<file path="src/rtl/alu_pkg.sv">
// Shared ALU definitions: divider FSM states, default operand width and iteration counter width.
package alu_pkg;

  localparam int DIV_WIDTH = 32;
  localparam int DIV_CNT_W = $clog2(DIV_WIDTH);

  typedef enum logic [1:0] {
    IDLE = 2'd0,
    RUN  = 2'd1,
    DONE = 2'd2
  } div_state_t;

endpackage

</file>
<file path="src/rtl/divider_seq_if.sv">
// Request/result bundle between ALU control (master) and the sequential divider (slave).
interface divider_seq_if
  import alu_pkg::*;
#(
  parameter int WIDTH = DIV_WIDTH
);

  logic             start;
  logic [WIDTH-1:0] op1;
  logic [WIDTH-1:0] op2;
  logic [WIDTH-1:0] res;
  logic [WIDTH-1:0] rem;
  logic             busy;
  logic             done;
  logic             div_by_zero;

  modport master (
    output start, op1, op2,
    input  res, rem, busy, done, div_by_zero
  );

  modport slave (
    input  start, op1, op2,
    output res, rem, busy, done, div_by_zero
  );

endinterface

</file>
<file path="src/rtl/sub_step.sv">
// One restoring-division step: N-bit trial subtraction p - d with a no-borrow (p >= d) flag.
module sub_step
  import alu_pkg::*;
#(
  parameter int N = DIV_WIDTH + 1
) (
  input  logic [N-1:0] p,
  input  logic [N-1:0] d,
  output logic [N-1:0] diff,
  output logic         ge
);

  logic borrow;

  assign {borrow, diff} = {1'b0, p} - {1'b0, d};
  assign ge             = ~borrow;

endmodule

</file>
<file path="src/rtl/divider_seq.sv">
// Unsigned restoring divider: one quotient bit per clock, WIDTH iterations, results registered
// and presented with a one-cycle done pulse; divide-by-zero short-circuits straight to DONE.
module divider_seq
  import alu_pkg::*;
#(
  parameter int WIDTH = DIV_WIDTH
) (
  input  logic         clk,
  input  logic         rst,
  divider_seq_if.slave bus
);

  localparam int CNT_BITS = $clog2(WIDTH);
  localparam logic [CNT_BITS-1:0] LAST_ITER = CNT_BITS'(WIDTH - 1);

  div_state_t          state_q;
  logic [CNT_BITS-1:0] cnt_q;
  logic [WIDTH:0]      p_q;
  logic [WIDTH-1:0]    q_q;
  logic [WIDTH-1:0]    d_q;
  logic [WIDTH-1:0]    res_q;
  logic [WIDTH-1:0]    rem_q;
  logic                busy_q;
  logic                done_q;
  logic                dbz_q;

  logic [WIDTH:0]      p_shift;
  logic [WIDTH:0]      diff;
  logic                ge;
  logic [WIDTH:0]      p_d;
  logic [WIDTH-1:0]    q_d;

  // The restored remainder is always below D, so its top bit is zero and drops out of the shift.
  assign p_shift = (WIDTH + 1)'({p_q, q_q[WIDTH-1]});

  sub_step #(.N(WIDTH + 1)) u_step (
    .p    (p_shift),
    .d    ({1'b0, d_q}),
    .diff (diff),
    .ge   (ge)
  );

  always_comb begin
    p_d = ge ? diff : p_shift;
    q_d = {q_q[WIDTH-2:0], ge};
  end

  always_ff @(posedge clk) begin
    if (rst) begin
      state_q <= IDLE;
      cnt_q   <= '0;
      p_q     <= '0;
      q_q     <= '0;
      d_q     <= '0;
      res_q   <= '0;
      rem_q   <= '0;
      busy_q  <= 1'b0;
      done_q  <= 1'b0;
      dbz_q   <= 1'b0;
    end else begin
      done_q <= 1'b0;
      unique case (state_q)
        IDLE: begin
          if (bus.start) begin
            dbz_q <= 1'b0;
            cnt_q <= '0;
            p_q   <= '0;
            q_q   <= bus.op1;
            d_q   <= bus.op2;
            if (bus.op2 == '0) begin
              state_q <= DONE;
              done_q  <= 1'b1;
              dbz_q   <= 1'b1;
              res_q   <= '1;
              rem_q   <= bus.op1;
            end else begin
              state_q <= RUN;
              busy_q  <= 1'b1;
            end
          end
        end
        RUN: begin
          p_q   <= p_d;
          q_q   <= q_d;
          cnt_q <= cnt_q + 1'b1;
          // Results are published only from the final step so partial quotients never leak out.
          if (cnt_q == LAST_ITER) begin
            state_q <= DONE;
            busy_q  <= 1'b0;
            done_q  <= 1'b1;
            res_q   <= q_d;
            rem_q   <= p_d[WIDTH-1:0];
          end
        end
        DONE: begin
          state_q <= IDLE;
        end
        default: begin
          state_q <= IDLE;
        end
      endcase
    end
  end

  assign bus.res         = res_q;
  assign bus.rem         = rem_q;
  assign bus.busy        = busy_q;
  assign bus.done        = done_q;
  assign bus.div_by_zero = dbz_q;

endmodule

</file>
<file path="src/flat_wrapper.sv">
// flat-port wrapper written by rule: the top's interface ports become plain ports
module divider_seq_flat import alu_pkg::*;
#(
  parameter int WIDTH = DIV_WIDTH
)
  (clk, rst, bus_start, bus_op1, bus_op2, bus_res, bus_rem, bus_busy, bus_done, bus_div_by_zero);
  divider_seq_if #(.WIDTH(WIDTH)) bus_i ();
  input  logic clk;
  input  logic rst;
  input wire logic [$bits(bus_i.start)-1:0] bus_start;
  input wire logic [$bits(bus_i.op1)-1:0] bus_op1;
  input wire logic [$bits(bus_i.op2)-1:0] bus_op2;
  output wire logic [$bits(bus_i.res)-1:0] bus_res;
  output wire logic [$bits(bus_i.rem)-1:0] bus_rem;
  output wire logic [$bits(bus_i.busy)-1:0] bus_busy;
  output wire logic [$bits(bus_i.done)-1:0] bus_done;
  output wire logic [$bits(bus_i.div_by_zero)-1:0] bus_div_by_zero;
  assign bus_i.start = bus_start;
  assign bus_i.op1 = bus_op1;
  assign bus_i.op2 = bus_op2;
  assign bus_res = bus_i.res;
  assign bus_rem = bus_i.rem;
  assign bus_busy = bus_i.busy;
  assign bus_done = bus_i.done;
  assign bus_div_by_zero = bus_i.div_by_zero;
  divider_seq #(.WIDTH(WIDTH)) u_core (.clk(clk), .rst(rst), .bus(bus_i));
endmodule
</file>
<file path="config.mk">
export PLATFORM = sky130hd
export DESIGN_NAME = divider_seq_flat
export DESIGN_NICKNAME = d
export VERILOG_FILES = /design/src/rtl/alu_pkg.sv /design/src/rtl/divider_seq_if.sv /design/src/rtl/sub_step.sv /design/src/rtl/divider_seq.sv /design/src/flat_wrapper.sv
export SDC_FILE = /design/constraint.sdc
export NUM_CORES = 1
export LEC_CHECK = 0
export CORE_ASPECT_RATIO = 1.1
export CORE_MARGIN = 4
export CORE_UTILIZATION = 54
export CTS_CLUSTER_SIZE = 12
export DETAILED_ROUTE_END_ITERATION = 12
export GPL_TIMING_DRIVEN = 0
export PLACE_DENSITY = 0.8
export RECOVER_POWER = 100
export SKIP_LAST_GASP = 1
export SLEW_MARGIN = 40
export SYNTH_ARGS = -nofsm -noshare
export SYNTH_HDL_FRONTEND = slang
export SYNTH_SLANG_ARGS = --single-unit
</file>
<file path="constraint.sdc">
create_clock -name clk -period 3.48 [get_ports clk]
set_input_delay 0.87 -clock clk [delete_from_list [all_inputs] [get_ports clk]]
set_output_delay 0.87 -clock clk [all_outputs]
set_load 0.02 [all_outputs]
</file>
==> flow_metrics.tcl, run 1 <==
set metrics [dict create \
    status "complete, no violations" \
    yosys_warnings 0 \
    leakage_nw 4.25 \
    synth_xor_area_share_pct 2.45 \
    hold_class "reg2reg" \
    p_sw_mw 4.07 \
    grt_first_pass_wirelength_um 40500 \
    synth_top_cells_by_area "dfxtp_1 (40%), nand2_1 (9.0%), a21oi_1 (6.7%)" \
    antenna_found_initial 0 \
    hold_viol 0 \
    crit_arrival_ps 3670 \
    rsz0062_at_grt "true" \
    first_iter_violations 775 \
    peakVddDrop_mv 0.544 \
    dp.final_hpwl_um 20100 \
    numCtsBuffers 17 \
    seqPwrFrac_pct 24.9 \
    synth_area_um2 8580 \
    grt_overflow 0 \
    yosys_register_bits 170 \
    crit_chain "inv_1, ha_1, inv_1, fa_1, a211oi_2, o21ai_0, a21boi_2, o311ai_1, a211oi_2, o2111a_1, nor3_1, o21a_1, a2111oi_2" \
    gr-usage-all-layers_pct 28.1 \
    layout.nets 1392 \
    core_area_um2 15600 \
    dominantRegCellSynth "dfxtp_1" \
    crit_fanout 5 \
    first_pass_iters 5 \
    drv_cap 0 \
    powerDensity_nw_per_um2 867 \
    h-tree-depth 4 \
    cp-start-kind "register" \
    rr_worst_depth 13 \
    grt_max_degree 17 \
    final-setup-viol-count 0 \
    die-height_um 140 \
    r2r-start "u_core.q_q[31]" \
    synth_fp_nets 1239 \
    start_util_pct 54.9 \
    die_w_um 128 \
    synth_async_sr_flop_share_pct 0 \
    io_buffers 133 \
    clock_power_share_pct 20.4 \
    synth_compound_area_share_pct 21.1 \
    p_sw_share_pct 43.6 \
    pin_count 134 \
    muxShareOfSynthArea_pct 1.06 \
    syn_area_per_cell_um2 7.55 \
    cp-end-kind "register" \
    max_stage_delay_ps 420 \
    synth.top_cell.area_share_pct 39.7 \
    synth_fa_ha_area_share_pct 5.19 \
    synth_top_family_by_area "simple AND/OR/NAND/NOR gates" \
    placed_cell_area_um2 10200 \
    place.gp.congestion 0.942 \
    wl_per_cell_um 17.3 \
    combPwrFrac_pct 54.6 \
    slew_violations 0 \
    final_common_cell "nand2_1" \
    cp-startpoint "u_core.q_q[31]" \
    holdBufCountCts 0 \
    skew_ps 10.0 \
    worstSetupPathType "reg2reg" \
    fp.dieArea_um2 18000 \
    cp.required_ps 3800 \
    yosys.area.top_type "dfxtp_1" \
    clkLatencyLatePin_ps 440 \
    fin_crit_ps 3350 \
    vias 8727 \
    layout_setup_ws_ps 135 \
    via_per_inst 5.81 \
    syn_inst 1137 \
    yosys.area_share.simple_pct 25.3 \
    antenna_cells 0 \
    area_growth_pct 25.7 \
    wl_um 26000 \
    reg2reg_slack_ps 130 \
    clkSlewWorstSetupHoldPaths_ps 70 \
    pre_cts_slack_ps -580 \
    total_power_mw 9.35 \
    drc 0 \
    ys_types 67 \
    register_area_um2 3400 \
    cp_slowest_cell "fa_1" \
    post-route-period-util_pct 96.1 \
    internal_power_mw 5.27 \
    timing.rr.end "u_core.bus.rem[28]" \
    fmax_mhz 299 \
    crit_end "u_core.bus.rem[28]" \
    fill_cells 1353 \
    design_area_um2 10800 \
    ant_nets 0 \
    most-common-layout-cells "nand2_1 (206), dfxtp_1 (170), nor2_1 (147)" \
    fp-row-count 48 \
    synth_seq_area_share_pct 39.7 \
    cts_buffer_depth 2 \
    relSlewSlack_pct 52.7 \
    clock-sinks 170 \
    cts_tree "yes" \
    synth_edf_count 0 \
    grt_pass1_vias 7978 \
    tightest_slew_ps 710 \
    drive_above_1_share_pct 4.92 \
    multiInputGateArea_um2 4750 \
    root_buffer "clkbuf_16" \
]
[how the worst min path moves through the flow]
stage | endpoint | cells after the start | start | slack, ps
2_1_floorplan | u_core.d_q[10] | 2 | u_core.d_q[10] | 440
3_3_place_gp | u_core.d_q[26] | 2 | u_core.d_q[26] | 440
3_5_place_dp | u_core.d_q[23] | 2 | u_core.d_q[23] | 450
4_1_cts | u_core.d_q[23] | 2 | u_core.d_q[23] | 460
5_1_grt | u_core.d_q[19] | 2 | u_core.d_q[19] | 470
6_report | u_core.d_q[14] | 2 | u_core.d_q[14] | 450
[worst max-delay path, delay by kind of cell, from the launching register on]
kind	cells	cell delay, ps
AND/OR/NAND/NOR	1	70
buffers and inverters	2	140
flip-flops	1	370
adder cells (fa/ha/maj)	2	580
AO/OA/AOI/OAI	8	2050
[timing repair]
action                                  in CTS  in global routing
gates resized for setup                      4                  7
pin swaps                                    0                  2
endpoints found under the setup margin      22                 47
buffers inserted                             0                  1
[power groups by stage]
stage / Sequential, mW / Clock (mW) / Combinational (mW)
after floorplan: 2.29 / 0 / 3.83
after global placement: 2.35 / 0 / 4.89
after detailed placement: 2.36 / 0 / 4.95
after CTS: 2.32 / 1.91 / 4.99
after global routing: 2.35 / 2.00 / 5.57
final: 2.33 / 1.91 / 5.11
[metal layers]
| layer | vias up | track usage (%) | wire length [um] |
|---|---|---|---|
| met3 | 60 | 4.81 | 2010 |
| met4 | 0 | 11.1 | 727 |
| met1 | 3985 | 36.0 | 10800 |
| li1 | 4293 | - | - |
| met5 | - | 0 | 0 |
| met2 | 389 | 46.7 | 12500 |
[cell type report]
class                      instances  area share [%]
timing repair buffer             134            12.4
multi-input combinational        854            44.1
tap                              200            2.32
buffer                            72            2.75
sequential                       170            31.6
clock inverter                    14            1.47
inverter                          41            1.43
clock buffer                      17            3.95
[through the flow]
stage                     TNS, ps  hold WS [ps]  util, %  cells
after floorplan                 0           436        -   1137
after global placement     -23030           443     65.1   1470
after detailed placement   -25480           448     65.1   1470
after CTS                       0           457     68.9   1501
after global routing        -42.2           475     69.0   1502
final                           0           454     69.0   1502
[state kept, by name, summed over array words and instances (netlist names)]
name	cells
u_core.bus.res	32
u_core.bus.done	1
u_core.p_q	32
u_core.state_q	2
u_core.d_q	32
u_core.bus.busy	1
u_core.q_q	32
u_core.bus.rem	32
u_core.cnt_q	5
u_core.bus.div_by_zero	1
[cells in the mapped netlist, types with 6 or more instances]
library cell,number
inv_1,41
dfxtp_1,170
nand2b_1,9
nand2_1,206
xnor2_1,15
nor4_1,12
a311oi_1,23
buf_2,6
and3_1,7
buf_1,8
a21o_1,6
nor2_1,148
and2_1,9
clkbuf_1,56
o21a_1,9
a211oi_1,29
xor2_1,9
a21oi_1,115
ha_1,34
o21ai_0,51
nor3_1,87
mux2i_1,8
[kinds of logic after synthesis]
| kind of cell | after synthesis |
|---|---|
| buffers and inverters | 113 |
| AOI/OAI and AO/OA | 282 |
| muxes | 9 |
| xor gates and xnor gates | 24 |
| and+or+nand+nor | 504 |
| DFF | 170 |
| adders and majority gates | 35 |
(Power assumes the default switching activity.)
==> inputs of run 2 (changes only) <==
--- a/config.mk
+++ b/config.mk
@@ -8,6 +8,7 @@
 export CORE_ASPECT_RATIO = 1.1
 export CORE_MARGIN = 4
 export CORE_UTILIZATION = 54
+export CTS_CLUSTER_DIAMETER = 60
 export CTS_CLUSTER_SIZE = 12
 export DETAILED_ROUTE_END_ITERATION = 12
 export GPL_TIMING_DRIVEN = 0
==> results of run 2 <==
Final layout, timing and power as in run 1 (identical DEF).
==> inputs of run 3 (changes only) <==
--- a/config.mk
+++ b/config.mk
@@ -5,13 +5,13 @@
 export SDC_FILE = /design/constraint.sdc
 export NUM_CORES = 1
 export LEC_CHECK = 0
+export ABC_CLOCK_PERIOD_IN_PS = 3480
 export CORE_ASPECT_RATIO = 1.1
 export CORE_MARGIN = 4
 export CORE_UTILIZATION = 54
 export CTS_CLUSTER_DIAMETER = 60
 export CTS_CLUSTER_SIZE = 12
 export DETAILED_ROUTE_END_ITERATION = 12
-export GPL_TIMING_DRIVEN = 0
 export PLACE_DENSITY = 0.8
 export RECOVER_POWER = 100
 export SKIP_LAST_GASP = 1
==> run 3 against run 2 <==
  * The run now ends with capacitance limit, slew limit left
  * Non-clock buffer count is 49 lower
  * Register-to-register slack gained 160 ps
  * Final cell count shrank 3.2%
  * Critical endpoint is now u_core.cnt_q[2]
==> flow_metrics.tcl, run 3 (synthesis results as in run 1) <==
set metrics [dict create \
    final-setup-viol-count 0 \
    peakVddDrop_mv 0.690 \
    slew_violations 95 \
    post_cts_buffers 0 \
    design_area_um2 10700 \
    final.setup.tns_ps 0 \
    grt_overflow 0 \
    cp-startpoint "bus_start" \
    dp.final_hpwl_um 16700 \
    fmax_mhz 309 \
    r2r-start "u_core.d_q[1]" \
    relSlewSlack_pct -21.3 \
    cp.required_ps 3780 \
    ant_nets 0 \
    vias 8352 \
    die_w_um 128 \
    holdBufCountCts 0 \
    grt_max_degree 62 \
    postLayoutCoreUtil_pct 68.6 \
    cts.repair.resized 0 \
    skew_ps 6.65 \
    first_pass_iters 5 \
    die-height_um 140 \
    rsz0062_at_grt "false" \
    layout_setup_ws_ps 247 \
    dpl.cell_count 1422 \
    timing.rr.end "u_core.bus.rem[31]" \
    placed_cell_area_um2 10100 \
    cts_buffer_depth 2 \
    wl_um 23000 \
    clock-sinks 170 \
    fin_crit_ps 3230 \
    hold_class "reg2reg" \
    via_per_inst 5.74 \
    cp-start-kind "primary input" \
    grt_pass1_vias 7656 \
    grt_first_pass_wirelength_um 37400 \
    drc 0 \
    reg2reg_slack_ps 290 \
    fp-row-count 48 \
    core_area_um2 15600 \
    area_growth_pct 24.9 \
    crit_arrival_ps 3540 \
    antenna_cells 0 \
    h-tree-depth 4 \
    numCtsBuffers 17 \
    clkLatencyLatePin_ps 440 \
    drive_above_1_share_pct 5.74 \
    root_buffer "clkbuf_16" \
    most-common-layout-cells "nand2_1 (206), dfxtp_1 (170), nor2_1 (147)" \
    powerDensity_nw_per_um2 863 \
    rr_worst_depth 12 \
    fp.dieArea_um2 18000 \
    place.gp.congestion 0.922 \
    cp-end-kind "register" \
    drv_cap 2 \
    fill_cells 1342 \
    clkSlewWorstSetupHoldPaths_ps 60 \
    antenna_found_initial 0 \
    holdWs_ps 454 \
    worstSetupPathType "in2reg" \
    start_util_pct 54.9 \
    first_iter_violations 729 \
    finalNonFillerCells 1454 \
    crit_end "u_core.cnt_q[2]" \
    total_power_mw 9.25 \
    wl_per_cell_um 15.8 \
    tightest_slew_ps 1820 \
    pre_cts_slack_ps -24.2 \
    pin_count 134 \
    register_area_um2 3400 \
    failed_checks "capacitance limit, slew limit" \
    hold_viol 0 \
    gr-usage-all-layers_pct 25.4 \
    multiInputGateArea_um2 4750 \
    post-route-period-util_pct 92.9 \
    leakage_nw 4.25 \
    crit_fanout 43 \
    status "finished with violations" \
    cts_tree "yes" \
    io_buffers 133 \
    final_common_cell "nand2_1" \
    layout.nets 1343 \
    hold_start "u_core.d_q[30]" \
]
## run 3: cell types whose count changed in the layout (fill, tap and decap cells not counted), moves of 3 or more
| cell | previous run | this run |
|---|---|---|
| buf_1 | 7 | 0 |
| buf_4 | 2 | 12 |
| buf_12 | 0 | 5 |
| inv_6 | 6 | 3 |
| clkbuf_1 | 53 | 3 |
| buf_2 | 7 | 0 |
## run 3: worst min path at each step
stage | to | slack [ps] | cells past startpoint
floorplan | u_core.d_q[10] | 440 | 2
global placement | u_core.bus.rem[13] | 440 | 2
detailed placement | u_core.d_q[10] | 450 | 2
CTS | u_core.d_q[10] | 460 | 2
global route | u_core.d_q[30] | 470 | 2
finish | u_core.d_q[30] | 450 | 2
## run 3: layout make-up
type,count,share of cell area [%]
inverters,41,1.44
clock inverters,13,1.46
multi-input cells,854,44.3
clock buffers,19,4.23
repair buffers,157,14.5
well taps,200,2.33
flip-flops and latches,170,31.8
## run 3: worst max-delay path: stages
cell	delay (ps)
dlygate4sd3_1	620
nor2_1	80
nor2_2	110
clkbuf_1	1320
o21ai_0	250
a21oi_1	220
nor2_1	50
## run 3: power breakdown
part	switching (mW)	internal, mW
clock network	0.833	1.11
logic	2.89	2.08
registers	0.194	2.14
total	3.92	5.33
## run 3: metal layers
| layer | vias to the layer above | track usage [%] | routed length [um] | part of all wire [%] |
|---|---|---|---|---|
| li1 | 4173 | - | - | - |
| met1 | 3882 | 35.2 | 10400 | 45 |
| met2 | 261 | 40.0 | 10700 | 47 |
| met3 | 36 | 4.27 | 1410 | 6.1 |
| met4 | 0 | 8.55 | 444 | 1.9 |
| met5 | - | 0 | 0 | 0 |
